--- config.mk ---
export PLATFORM = sky130hd
export DESIGN_NAME = dl_down_timer
export DESIGN_NICKNAME = d
export VERILOG_FILES = /design/src/rtl/dl_down_timer.sv
export SDC_FILE = /design/constraint.sdc
export NUM_CORES = 1
export LEC_CHECK = 0
export CAP_MARGIN = 5
export CORE_AREA = 2 2 39 41
export CTS_CLUSTER_DIAMETER = 200
export DETAILED_ROUTE_END_ITERATION = 8
export DIE_AREA = 0 0 41 43
export GPL_TIMING_DRIVEN = 0
export HOLD_SLACK_MARGIN = 0.06
export PLACE_DENSITY = 0.65
export SETUP_SLACK_MARGIN = 0.4
export SYNTH_ARGS = -nofsm -noshare
export SYNTH_HDL_FRONTEND = slang
export SYNTH_SLANG_ARGS = --single-unit
--- constraint.sdc ---
create_clock -name clk -period 2.3 [get_ports clk]
set_clock_uncertainty 0.2 [all_clocks]
set_input_delay 0.46 -clock clk [delete_from_list [all_inputs] [get_ports clk]]
set_output_delay 0.46 -clock clk [all_outputs]
set_load 0.05 [all_outputs]
--- src/rtl/dl_down_timer.sv ---
// dl_down_timer: loadable down-counting timer with a one-cycle done pulse.
// Optional periodic reload mode is built when DL_TIMER_AUTO_RELOAD_EN is defined.
module dl_down_timer #(
    parameter int NUM_BITS = 5
) (
    input  logic                clk,
    input  logic                rst,
    input  logic                ld_valid,
    output logic                ld_ready,
    input  logic [NUM_BITS-1:0] ld_val,
    input  logic                en,
    input  logic                abort,
    output logic [NUM_BITS-1:0] q,
    output logic                busy,
    output logic                done
);
    typedef enum logic {IDLE, RUN} state_e;
    state_e              state_q, state_d;
    logic [NUM_BITS-1:0] cnt_q, cnt_d;
    logic                done_q, done_d;
    logic                fire;
    logic [NUM_BITS-1:0] next_period;
`ifdef DL_TIMER_AUTO_RELOAD_EN
    logic [NUM_BITS-1:0] reload_q;
    assign ld_ready    = 1'b1;
    assign next_period = fire ? ld_val : reload_q;
    // Reload register tracks the most recent accepted load value.
    always_ff @(posedge clk or posedge rst) begin
        if (rst) reload_q <= '0;
        else if (fire) reload_q <= ld_val;
    end
`else
    assign ld_ready    = (state_q == IDLE);
    assign next_period = '0;
`endif
    assign fire = ld_valid && ld_ready;
    assign q    = cnt_q;
    assign busy = (state_q == RUN);
    assign done = done_q;
    // Next-state logic: a zero next period on expiry drops back to IDLE.
    always_comb begin
        state_d = state_q;
        cnt_d   = cnt_q;
        done_d  = 1'b0;
        if (state_q == IDLE) begin
            if (fire && ld_val != '0) begin
                cnt_d   = ld_val;
                state_d = RUN;
            end else if (fire) begin
                done_d = 1'b1;
            end
        end else if (abort) begin
            cnt_d   = '0;
            state_d = IDLE;
        end else if (en && cnt_q > NUM_BITS'(1)) begin
            cnt_d = cnt_q - NUM_BITS'(1);
        end else if (en) begin
            done_d  = 1'b1;
            cnt_d   = next_period;
            state_d = (next_period != '0) ? RUN : IDLE;
        end
    end
    // State, count and done pulse registers.
    always_ff @(posedge clk or posedge rst) begin
        if (rst) begin
            state_q <= IDLE;
            cnt_q   <= '0;
            done_q  <= 1'b0;
        end else begin
            state_q <= state_d;
            cnt_q   <= cnt_d;
            done_q  <= done_d;
        end
    end
endmodule

* Word-level counts from Yosys, hierarchy flattened
Cells that the tools add are included.
W data, S select, Z words.
** Storage, ports and cells
- Flip-flop bits (word level) :: 7
- Bits of input ports :: 10
- Output and inout bits :: 8
- Word-level logic and storage cells :: 29
** Operators by class
- $add $sub $neg :: 1
- Magnitude comparators :: 1
- Equality and inequality tests :: 1
- Muxes and demuxes :: 16
- Bitwise operators :: 1
- Reductions and logical operators :: 6
** Operators by type and width (count)
- $mux W5 :: 5
- $mux W1 :: 11
- $gt A5 B1 Y1 const B :: 1
- $reduce_bool A5 Y1 :: 1
- $sub A5 B1 Y5 const B :: 1
- $ne A4 B3 Y1 const B :: 1
- $logic_and A1 B1 Y1 :: 3
- $reduce_and A2 Y1 :: 1
- $reduce_bool A2 Y1 :: 1
- $not A1 Y1 :: 1

* Longest topological paths before layout
Gate-level depths: netlist (run 1).
- Word-level depth :: 5
- Gate-level depth with buffers :: 6
- Gate-level depth less buffers :: 6

* Least setup slack after synthesis (run 1)
No wires, ideal clock.
- Path kind :: flip-flop to flip-flop
- From :: reg cnt_q[1] (netlist: q[1])
- To :: reg cnt_q[2] (netlist: q[2])
- Library setup time :: 0.083 ns
- Data arrival time :: 1.623 ns
- Data required time :: 2.017 ns
- Setup slack :: 0.394 ns
- Stages on the path, launching flop included :: 7
- Buffers on the path :: 0
- Period minus slack after synthesis :: 1.906 ns
- Path through :: dfrtp_1 > inv_1 > ha_1 > o21bai_1 > a21oi_1 > a32oi_1 > o21ai_0
** On the way
- Longest elaborated chain between the ends :: 5
- Elaborated cells between the ends (all ways) :: 8
- Classes of those cells :: add/sub: 1; order compare: 1; eq/ne: 1; mux: 3; reduce/logical: 2
** RTL lines
- from (decl) :: line 19 : logic [NUM_BITS-1:0] cnt_q, cnt_d;
- from (signal assigned) :: line 71 : cnt_q <= cnt_d;
- $gt A5 B1 Y1 :: line 55 : end else if (en && cnt_q > NUM_BITS'(1)) begin
- $logic_and A1 B1 Y1 :: line 55
- $mux W5 :: line 55
- $mux W5 :: line 52 : end else if (abort) begin
- $mux W5 :: line 45 : if (state_q == IDLE) begin
Parallel ways exist; a longest one is shown, timed or not.
A chain may end at the register's enable or synchronous reset.

* Final worst setup path (run 1)
- From :: reg state_q (netlist: busy)
- To :: out ld_ready
** On the way
- Longest elaborated chain between the ends :: 1
** RTL lines
- from (decl) :: line 18 : state_e state_q, state_d;
- from (signal assigned) :: line 70 : state_q <= state_d;
- $not A1 Y1
- to (decl) :: line 9 : output logic ld_ready,
Every way passes these cells.

==> results of run 1 <==
## Yosys cell counts
master / count / area (µm²)
o22ai_1: 1 / 6.26
nand3b_1: 1 / 7.51
a22oi_1: 1 / 7.51
a311o_1: 1 / 10.0
inv_1: 6 / 22.5
o21bai_1: 1 / 7.51
nand2b_4: 1 / 13.8
dfrtp_1: 7 / 175
buf_6: 1 / 11.3
o221a_1: 1 / 11.3
nand2_1: 3 / 11.3
ha_1: 2 / 25.0
nor2_1: 3 / 11.3
a32oi_1: 2 / 17.5
a21oi_1: 6 / 30.0
a221oi_1: 2 / 17.5
nor3b_1: 1 / 7.51
nor3_1: 4 / 20.0
o21ai_0: 8 / 40.0
## report_power, final
group	leakage (µW)	internal (µW)	switching, µW
combinational	0.000196	156	353
clock	0.0000150	66.4	49.0
sequential	0.0000867	173	60.4
total	0.000297	395	462
## logic make-up after synthesis
logic type	after synthesis
AO/OA/AOI/OAI	23
buffers and inverters	7
AND/OR/NAND/NOR	13
adder cells (fa/ha/maj)	2
flip-flops	7
## worst register-to-register path, cell delays in order (launching register included)
cell      delay, ns
dfrtp_2        0.41
inv_1          0.10
ha_1           0.14
o21bai_1       0.18
a21oi_1        0.16
a221oi_1       0.27
a21oi_1        0.07
## worst min path at each step
stage,startpoint,to,slack [ns],cells after the start
final,rst,q[3]$_DFFE_PP0P_,0.24,2
after global routing,rst,q[3]$_DFFE_PP0P_,0.29,2
after CTS,rst,done$_DFF_PP0_,0.24,2
after detailed placement,q[4]$_DFFE_PP0P_,q[4]$_DFFE_PP0P_,0.38,2
after global placement,q[3]$_DFFE_PP0P_,q[3]$_DFFE_PP0P_,0.37,2
after floorplan,rst,busy$_DFF_PP0_,0.06,1
## area by class of cell
| type | count | area share (%) |
|---|---|---|
| Multi-Input combinational cell | 38 | 37.5 |
| Buffer | 1 | 1.73 |
| Tap cell | 16 | 3.08 |
| Inverter | 6 | 3.46 |
| Sequential cell | 7 | 27.1 |
| Timing Repair Buffer | 17 | 23.1 |
| Clock buffer | 4 | 4.04 |
## layer usage
metal  share of wire (%)  up-vias  GRT usage, %
met5                   0        -             0
met4                0.80        0          4.00
met3                  11        2          9.42
met2                  45       23          17.8
met1                  43      221          19.9
li1                    -      235             -
## flip-flops by register name (all words and copies together) (netlist names)
signal / flops
q: 5
busy: 1
done: 1
## metrics by stage
| stage | instances | utilization, % |
|---|---|---|
| floorplan | 52 | - |
| global placement | 85 | 46.6 |
| detailed placement | 85 | 46.6 |
| CTS | 89 | 47.9 |
| global route | 89 | 47.0 |
| finish | 89 | 47.0 |
## timing repair
item | CTS | global route
gates resized for setup | 10 | 9
pin swaps | 0 | 0
hold buffers | 0 | 0
setup endpoints to repair | 8 | 8
==> impl_metrics.yaml, run 1 <==
outcome:
  status: "completed"
worst_setup_path:
  crit_slowest_cell: "dfrtp_1"
  critPathLaunchType: "register"
  crit_chain: "inv_1 -> clkbuf_2"
  endpoint_kind: "output port"
  crit_cells: 2
  crit_fanout: 7
  cp_num_buf_inv: 2
  crit_end: "ld_ready"
  r2r_cells: 6
  ff2ff_setup_slack_ns: 0.65
  path_delay_family: "buffers and inverters"
  cp.arrival_ns: 1.20
  critPathMaxStageDelay_ns: 0.43
  startpoint: "busy$_DFF_PP0_"
  worstReg2RegEnd: "q[0]$_DFFE_PP0P_"
  r2r_start: "q[1]$_DFFE_PP0P_"
  crit_type: "reg -> out"
  required_ns: 1.64
detailed_routing:
  first_pass_iters: 4
  routed_wl_um: 1120
  viasPerCell: 5.40
  drt-wirelength-per-cell_um: 12.6
  drtIter0Drc: 16
  antenna_left: 0
  drc: 0
  vias: 481
timing:
  worst_hold_slack_ns: 0.244
  rsz0062_at_grt: "yes"
  max_freq_mhz: 538
  relSlewSlack_pct: 67.8
  setup_ws_ns: 0.441
  worst_pin_slew_ns: 0.485
  min_period_ns: 1.86
  final.setup.tns_ns: 0
  post-route-period-util_pct: 80.8
  setup_viol: 0
  slew_violations: 0
  finalHoldViolations: 0
global_routing:
  overflow: 0
  grt_pass1_vias: 367
  grt_max_degree: 11
  grt_pass1_wl_um: 1630
  grt_usage_pct: 14.3
  antenna_found_initial: 0
placement:
  dpl_worst_slack_ns: 0.187
  dpl_cell_area_um2: 644
  hpwl_um: 836
  port_buffers: 17
  place.gp.congestion: 0.747
clock_tree:
  cts_made_buffers: 3
  clock-root-buffer: "clkbuf_4"
  insertion_delay_ns: 0.26
  clock_sinks: 7
  cts_tree: "built"
  clockBufferDepth: 2
  cts.clk_slew.worst_paths_ns: 0.06
  postCtsSetupBuffers: 0
  htree_levels: 1
yosys:
  synth_top_family_by_area: "compound AO/OA/AOI/OAI gates"
  muxShareOfSynthArea_pct: 0
  synth_cell_types: 19
  synth_seq_area_share_pct: 38.7
  yosys_warnings: 0
  synth_compound_area_share_pct: 32.6
  ys_ff_latch: 7
  synth_area_um2: 453
  syn_nets: 64
  synthXorXnorAreaFrac_pct: 0
  synthAdderAreaFrac_pct: 5.52
  synth_simple_gate_area_share_pct: 15.7
  synthCells: 52
  avgSynthCellArea_um2: 8.71
floorplanning:
  core_um2: 1380
  boundaryPins: 18
  start_util_pct: 32.7
  fp.dieH_um: 43
  die_w_um: 41
  row_count: 14
  fp.dieArea_um2: 1760
layout:
  nets: 86
  num_antenna_cells: 0
  fillers: 145
  drive_gt1_share_pct: 13.7
  postLayoutCellArea_um2: 651
  ff_latch_area_um2: 176
  syn_to_final_growth_pct: 43.6
  final_cell_mix: "o21ai_0 (8), clkdlybuf4s50_1 (8), inv_1 (6), a21oi_1 (6), dfrtp_1 (6)"
  multi_input_area_um2: 244
min_path:
  hold_class: "in -> async"
power:
  max-vdd-ir-drop_mv: 0.729
  totalPowerFinal_uw: 857
  p_per_area_nw_per_um2: 1320
  p_leak_uw: 0.000297
run:
  drv_cap: 0
No activity file was read; power rests on OpenSTA's default activity.
==> inputs of run 2 (changes only) <==
==> constraint.sdc (replaced) <==
create_clock -name clk -period 1.9 [get_ports clk]
set_clock_uncertainty 0.2 [all_clocks]
set_input_delay 0.38 -clock clk [delete_from_list [all_inputs] [get_ports clk]]
set_output_delay 0.38 -clock clk [all_outputs]
set_load 0.05 [all_outputs]
==> run 2 against run 1 <==
Net effect: clock-buffer cell count unchanged; worst setup slack got worse by 0.098 ns; cell count increased by 6.7%; power increased by 49%; combinational power increased by 63%; sequential share of layout area decreased by 3.3 points.
==> impl_metrics.yaml, run 2 (same netlist as run 1, synthesis figures left out) <==
outcome:
  status: "completed"
clock_tree:
  clock-root-buffer: "clkbuf_4"
  htree_levels: 1
  cts.clk_slew.worst_paths_ns: 0.05
  clockBufferDepth: 2
  cts_tree: "built"
  clock_sinks: 7
  insertion_delay_ns: 0.25
  cts_made_buffers: 3
  cts_hold_buffers: 0
placement:
  dp_cells: 85
  place.gp.congestion: 0.776
  hpwl_um: 904
  port_buffers: 17
timing:
  finalHoldViolations: 0
  max_freq_mhz: 642
  worst_hold_slack_ns: 0.157
  min_period_ns: 1.56
  worst_pin_slew_ns: 0.286
  setup_viol: 0
  final.setup.tns_ns: 0
  post-route-period-util_pct: 82.0
  relSlewSlack_pct: 80.9
  rsz0062_at_grt: "yes"
  slew_violations: 0
layout:
  drive_gt1_share_pct: 41.8
  fillers: 133
  final_cell_mix: "dlygate4sd2_1 (8), buf_6 (6), buf_4 (6)"
  nets: 92
  syn_to_final_growth_pct: 68.2
  final_common_cell: "dlygate4sd2_1"
  num_antenna_cells: 0
  largest_reg_flops: 5
  stdcell_count: 95
detailed_routing:
  antenna_left: 0
  drc: 0
  viasPerCell: 5.36
  drtIter0Drc: 5
  drt-wirelength-per-cell_um: 12.7
  routed_wl_um: 1210
  first_pass_iters: 4
  vias: 509
worst_setup_path:
  crit_chain: "nand2b_4 -> o221a_1 -> buf_6 -> a221oi_2 -> a21oi_1"
  required_ns: 1.83
  ff2ff_setup_slack_ns: 0.34
  critPathLaunchType: "register"
  critPathMaxStageDelay_ns: 0.45
  r2r_cells: 5
  crit_type: "reg -> reg"
  cp.arrival_ns: 1.49
  crit_slowest_cell: "dfrtp_2"
  endpoint_kind: "register"
  crit_fanout: 7
power:
  p_sw_uw: 654
  combinationalPowerShare_pct: 64.8
  p_int_uw: 624
  p_seq_share_pct: 24.4
  switching_share_pct: 51.2
  p_leak_uw: 0.000337
  max-vdd-ir-drop_mv: 0.826
  p_per_area_nw_per_um2: 1680
  p_clk_share_pct: 10.9
global_routing:
  grt_pass1_vias: 475
  grt_pass1_wl_um: 2130
  antenna_found_initial: 0
  overflow: 0
  grt_usage_pct: 18.1
  grt_max_degree: 8
floorplanning:
  die_w_um: 41
  fp.dieH_um: 43
  start_util_pct: 32.7
  boundaryPins: 18
  row_count: 14
  fp.dieArea_um2: 1760
  core_um2: 1380
run:
  drv_cap: 0
min_path:
  hold_class: "in -> async"
run 2: cell count changes in the layout (fill, tap and decap cells not counted), sizes merged:
cell,change
clkinvlp,+1
clkdlybuf4s15,-2
dlygate4sd2,+6
inv,-1
dlymetal6s2s,-1
clkbuf,-4
clkdlybuf4s50,-7
buf,+14
run 2: worst paths after layout:
check / from / end
worst max register to register: busy$_DFF_PP0_ / q[1]$_DFFE_PP0P_
worst min-delay path: rst / q[3]$_DFFE_PP0P_
worst max-delay path: busy$_DFF_PP0_ / q[1]$_DFFE_PP0P_
worst min register to register: busy$_DFF_PP0_ / busy$_DFF_PP0_
max in group asynchronous: rst / busy$_DFF_PP0_
min in group clk: busy$_DFF_PP0_ / busy$_DFF_PP0_
run 2: through the flow:
step,cell area [µm²],setup WS (ns),util (%),total power [µW]
after global placement,683,-0.0815,49.4,1030
after CTS,741,0.329,53.5,1240
final,762,0.343,55.1,1280
after floorplan,493,0.231,-,818
after detailed placement,683,-0.113,49.4,1040
after global routing,762,0.279,55.1,1380
run 2: per-layer routing:
| layer | track usage (%) | wire [µm] | vias to the layer above |
|---|---|---|---|
| li1 | - | - | 250 |
| met1 | 23.2 | 540 | 240 |
| met2 | 26.3 | 570 | 14 |
| met3 | 4.71 | 56 | 5 |
| met4 | 10.0 | 40 | 0 |
| met5 | 0 | 0 | - |
run 2: repair_timing:
item | 4_1_cts | 5_1_grt
gates resized for setup | 61 | 6
gates cloned | 1 | 0
setup endpoints to repair | 14 | 11
setup buffers | 4 | 1
pin swaps | 4 | 0
run 2: layout make-up:
cell class | instances | area, µm² | share of cell area (%)
clock buffer | 4 | 26.3 | 3.45
timing repair buffer | 23 | 196 | 25.8
sequential | 7 | 181 | 23.8
multi-input combinational | 38 | 300 | 39.4
tap | 16 | 20.0 | 2.63
buffer | 1 | 11.3 | 1.48
inverter | 6 | 26.3 | 3.45
run 2: worst max-delay path, delay by kind of cell, from the launching register on:
| kind | cells | cell delay [ns] |
|---|---|---|
| DFF | 1 | 0.45 |
| buffers and inverters | 1 | 0.14 |
| AOI/OAI and AO/OA | 3 | 0.50 |
| and+or+nand+nor | 1 | 0.16 |
run 2: power by group through the flow:
stage / Clock (µW) / Combinational [µW] / Sequential [µW]
6_report: 139 / 827 / 311
5_1_grt: 158 / 891 / 327
4_1_cts: 142 / 797 / 306
3_5_place_dp: 0 / 729 / 311
3_3_place_gp: 0 / 723 / 309
2_1_floorplan: 0 / 315 / 503
==> inputs of run 3 (changes only) <==
--- a/config.mk
+++ b/config.mk
@@ -12,7 +12,7 @@
 export DIE_AREA = 0 0 41 43
 export GPL_TIMING_DRIVEN = 0
 export HOLD_SLACK_MARGIN = 0.06
-export PLACE_DENSITY = 0.65
+export PLACE_DENSITY = 0.68
 export SETUP_SLACK_MARGIN = 0.4
 export SYNTH_ARGS = -nofsm -noshare
 export SYNTH_HDL_FRONTEND = slang
==> constraint.sdc (replaced) <==
create_clock -name clk -period 1.3 [get_ports clk]
set_clock_uncertainty 0.2 [all_clocks]
set_input_delay 0.26 -clock clk [delete_from_list [all_inputs] [get_ports clk]]
set_output_delay 0.26 -clock clk [all_outputs]
set_load 0.05 [all_outputs]
==> run 3 against run 2 <==
Net effect: the flow now finishes with violations (setup timing); combinational power is 87% higher; critical endpoint is now q[2]$_DFFE_PP0P_; core utilization is 9.2 points higher; maximum frequency is 2.5% lower; register-to-register slack worse by 0.64 ns; power is 74% higher; non-clock buffer count is 7 higher; sequential cell count stayed put; final area is 17% higher.
==> impl_metrics.yaml, run 3 (same netlist as run 1, synthesis figures left out) <==
layout:
  nets: 99
  stdcell_count: 102
  drive_gt1_share_pct: 52.3
  final_cell_mix: "buf_4 (10), buf_6 (6), o21ai_1 (6), dfrtp_2 (6), dlygate4sd2_1 (6)"
  num_antenna_cells: 0
  syn_to_final_growth_pct: 96.4
  final_common_cell: "buf_4"
  final_core_util_pct: 64.3
  largest_reg_flops: 5
floorplanning:
  die_w_um: 41
  start_util_pct: 32.7
  fp.dieH_um: 43
  core_um2: 1380
  fp.dieArea_um2: 1760
  boundaryPins: 18
  row_count: 14
worst_setup_path:
  path_delay_family: "compound AO/OA/AOI/OAI gates"
  crit_chain: "ha_2 -> o21bai_4 -> a21oi_4 -> a32oi_1 -> o21ai_1"
  cp_num_buf_inv: 0
  crit_slowest_cell: "dfrtp_2"
  cp.arrival_ns: 1.59
  crit_fanout: 4
  critPathLaunchType: "register"
  r2r_start: "q[0]$_DFFE_PP0P_"
  worstReg2RegEnd: "q[2]$_DFFE_PP0P_"
  endpoint_kind: "register"
  critPathMaxStageDelay_ns: 0.43
  crit_type: "reg -> reg"
  required_ns: 1.29
  ff2ff_setup_slack_ns: -0.30
  r2r_cells: 5
global_routing:
  grt_usage_pct: 18.3
  overflow: 0
  antenna_found_initial: 0
  grt_pass1_wl_um: 2140
  grt_max_degree: 8
  grt_pass1_vias: 501
detailed_routing:
  drt-wirelength-per-cell_um: 16.7
  viasPerCell: 5.57
  vias: 568
  routed_wl_um: 1700
  drtIter0Drc: 16
  first_pass_iters: 4
  antenna_left: 0
  drc: 0
timing:
  post-route-period-util_pct: 123
  setup_viol: 14
  max_freq_mhz: 626
  worst_pin_slew_ns: 0.310
  finalHoldViolations: 0
  relSlewSlack_pct: 79.3
  min_period_ns: 1.60
  rsz0062_at_grt: "yes"
  final.setup.tns_ns: -2.48
  setup_ws_ns: -0.297
  slew_violations: 0
  worst_hold_slack_ns: 0.0354
power:
  switching_share_pct: 49.6
  p_per_area_nw_per_um2: 2500
  p_leak_uw: 0.000383
  p_int_uw: 1120
  totalPowerFinal_uw: 2220
  p_seq_share_pct: 20.6
  max-vdd-ir-drop_mv: 1.12
  p_sw_uw: 1100
  combinationalPowerShare_pct: 69.8
  p_clk_share_pct: 9.6
clock_tree:
  clockBufferDepth: 2
  insertion_delay_ns: 0.26
  cts_tree: "built"
  clock_sinks: 7
  htree_levels: 1
  cts_made_buffers: 3
  cts.clk_slew.worst_paths_ns: 0.06
  clock-root-buffer: "clkbuf_4"
run:
  drv_cap: 0
outcome:
  violations: "setup timing"
  status: "finished, violations left"
placement:
  hpwl_um: 942
  port_buffers: 17
  dp_cells: 85
  place.gp.congestion: 0.769
min_path:
  hold_class: "in -> async"
run 3: cell types whose count changed in the layout (fill, tap and decap cells not counted), sizes merged:
cell | before | now
buf | 15 | 22
clkdlybuf4s50 | 1 | 3
dlygate4sd2 | 8 | 6
clkbuf | 4 | 3
clkinv | 0 | 1
run 3: metal layers:
metal	routed length [µm]	vias to the layer above	global-route usage (%)
met5	0	-	0
met4	46	0	11.3
met3	61	9	3.66
met2	866	24	29.1
met1	725	270	21.0
li1	-	265	-
run 3: worst max-delay path by stage:
stage                startpoint                to  slack, ns  cells after the start
4_1_cts          busy$_DFF_PP0_  q[1]$_DFFE_PP0P_      -0.25                      5
5_1_grt        q[0]$_DFFE_PP0P_  q[2]$_DFFE_PP0P_      -0.35                      5
3_3_place_gp     busy$_DFF_PP0_          ld_ready      -0.56                      2
3_5_place_dp           ld_valid  q[4]$_DFFE_PP0P_      -0.58                      6
6_report       q[0]$_DFFE_PP0P_  q[2]$_DFFE_PP0P_      -0.30                      5
2_1_floorplan    busy$_DFF_PP0_  q[0]$_DFFE_PP0P_      -0.36                      3
run 3: per-stage QoR:
stage / cell area, µm² / setup WS [ns]
2_1_floorplan: 499 / -0.359
3_3_place_gp: 689 / -0.561
3_5_place_dp: 689 / -0.577
4_1_cts: 813 / -0.249
5_1_grt: 890 / -0.352
6_report: 890 / -0.297
run 3: area by class of cell:
cell class	instances	area, µm²
repair buffers	30	299
clock buffers	3	22.5
well taps	16	20.0
multi-input cells	38	323
inverters	6	26.3
plain buffers	1	11.3
fillers	111	494
flip-flops and latches	7	183
clock inverters	1	5.00
run 3: worst register-to-register path, delay by kind of cell, from the launching register on:
| family | cells | cell delay, ns |
|---|---|---|
| flip-flops | 1 | 0.43 |
| adder cells (fa/ha/maj) | 1 | 0.19 |
| AO/OA/AOI/OAI | 4 | 0.70 |
run 3: timing repair:
item,in CTS,in global routing
pin swaps,9,1
buffers inserted,8,4
cloned,1,0
resized for setup,70,7
endpoints found under the setup margin,15,15
hold endpoints to repair,7,0
run 3: power groups by stage:
stage	clock, µW	combinational, µW	sequential [µW]
final	214	1550	458
after global routing	229	1640	467
after CTS	215	1330	451
after detailed placement	0	1070	464
after global placement	0	1060	458
after floorplan	0	461	743
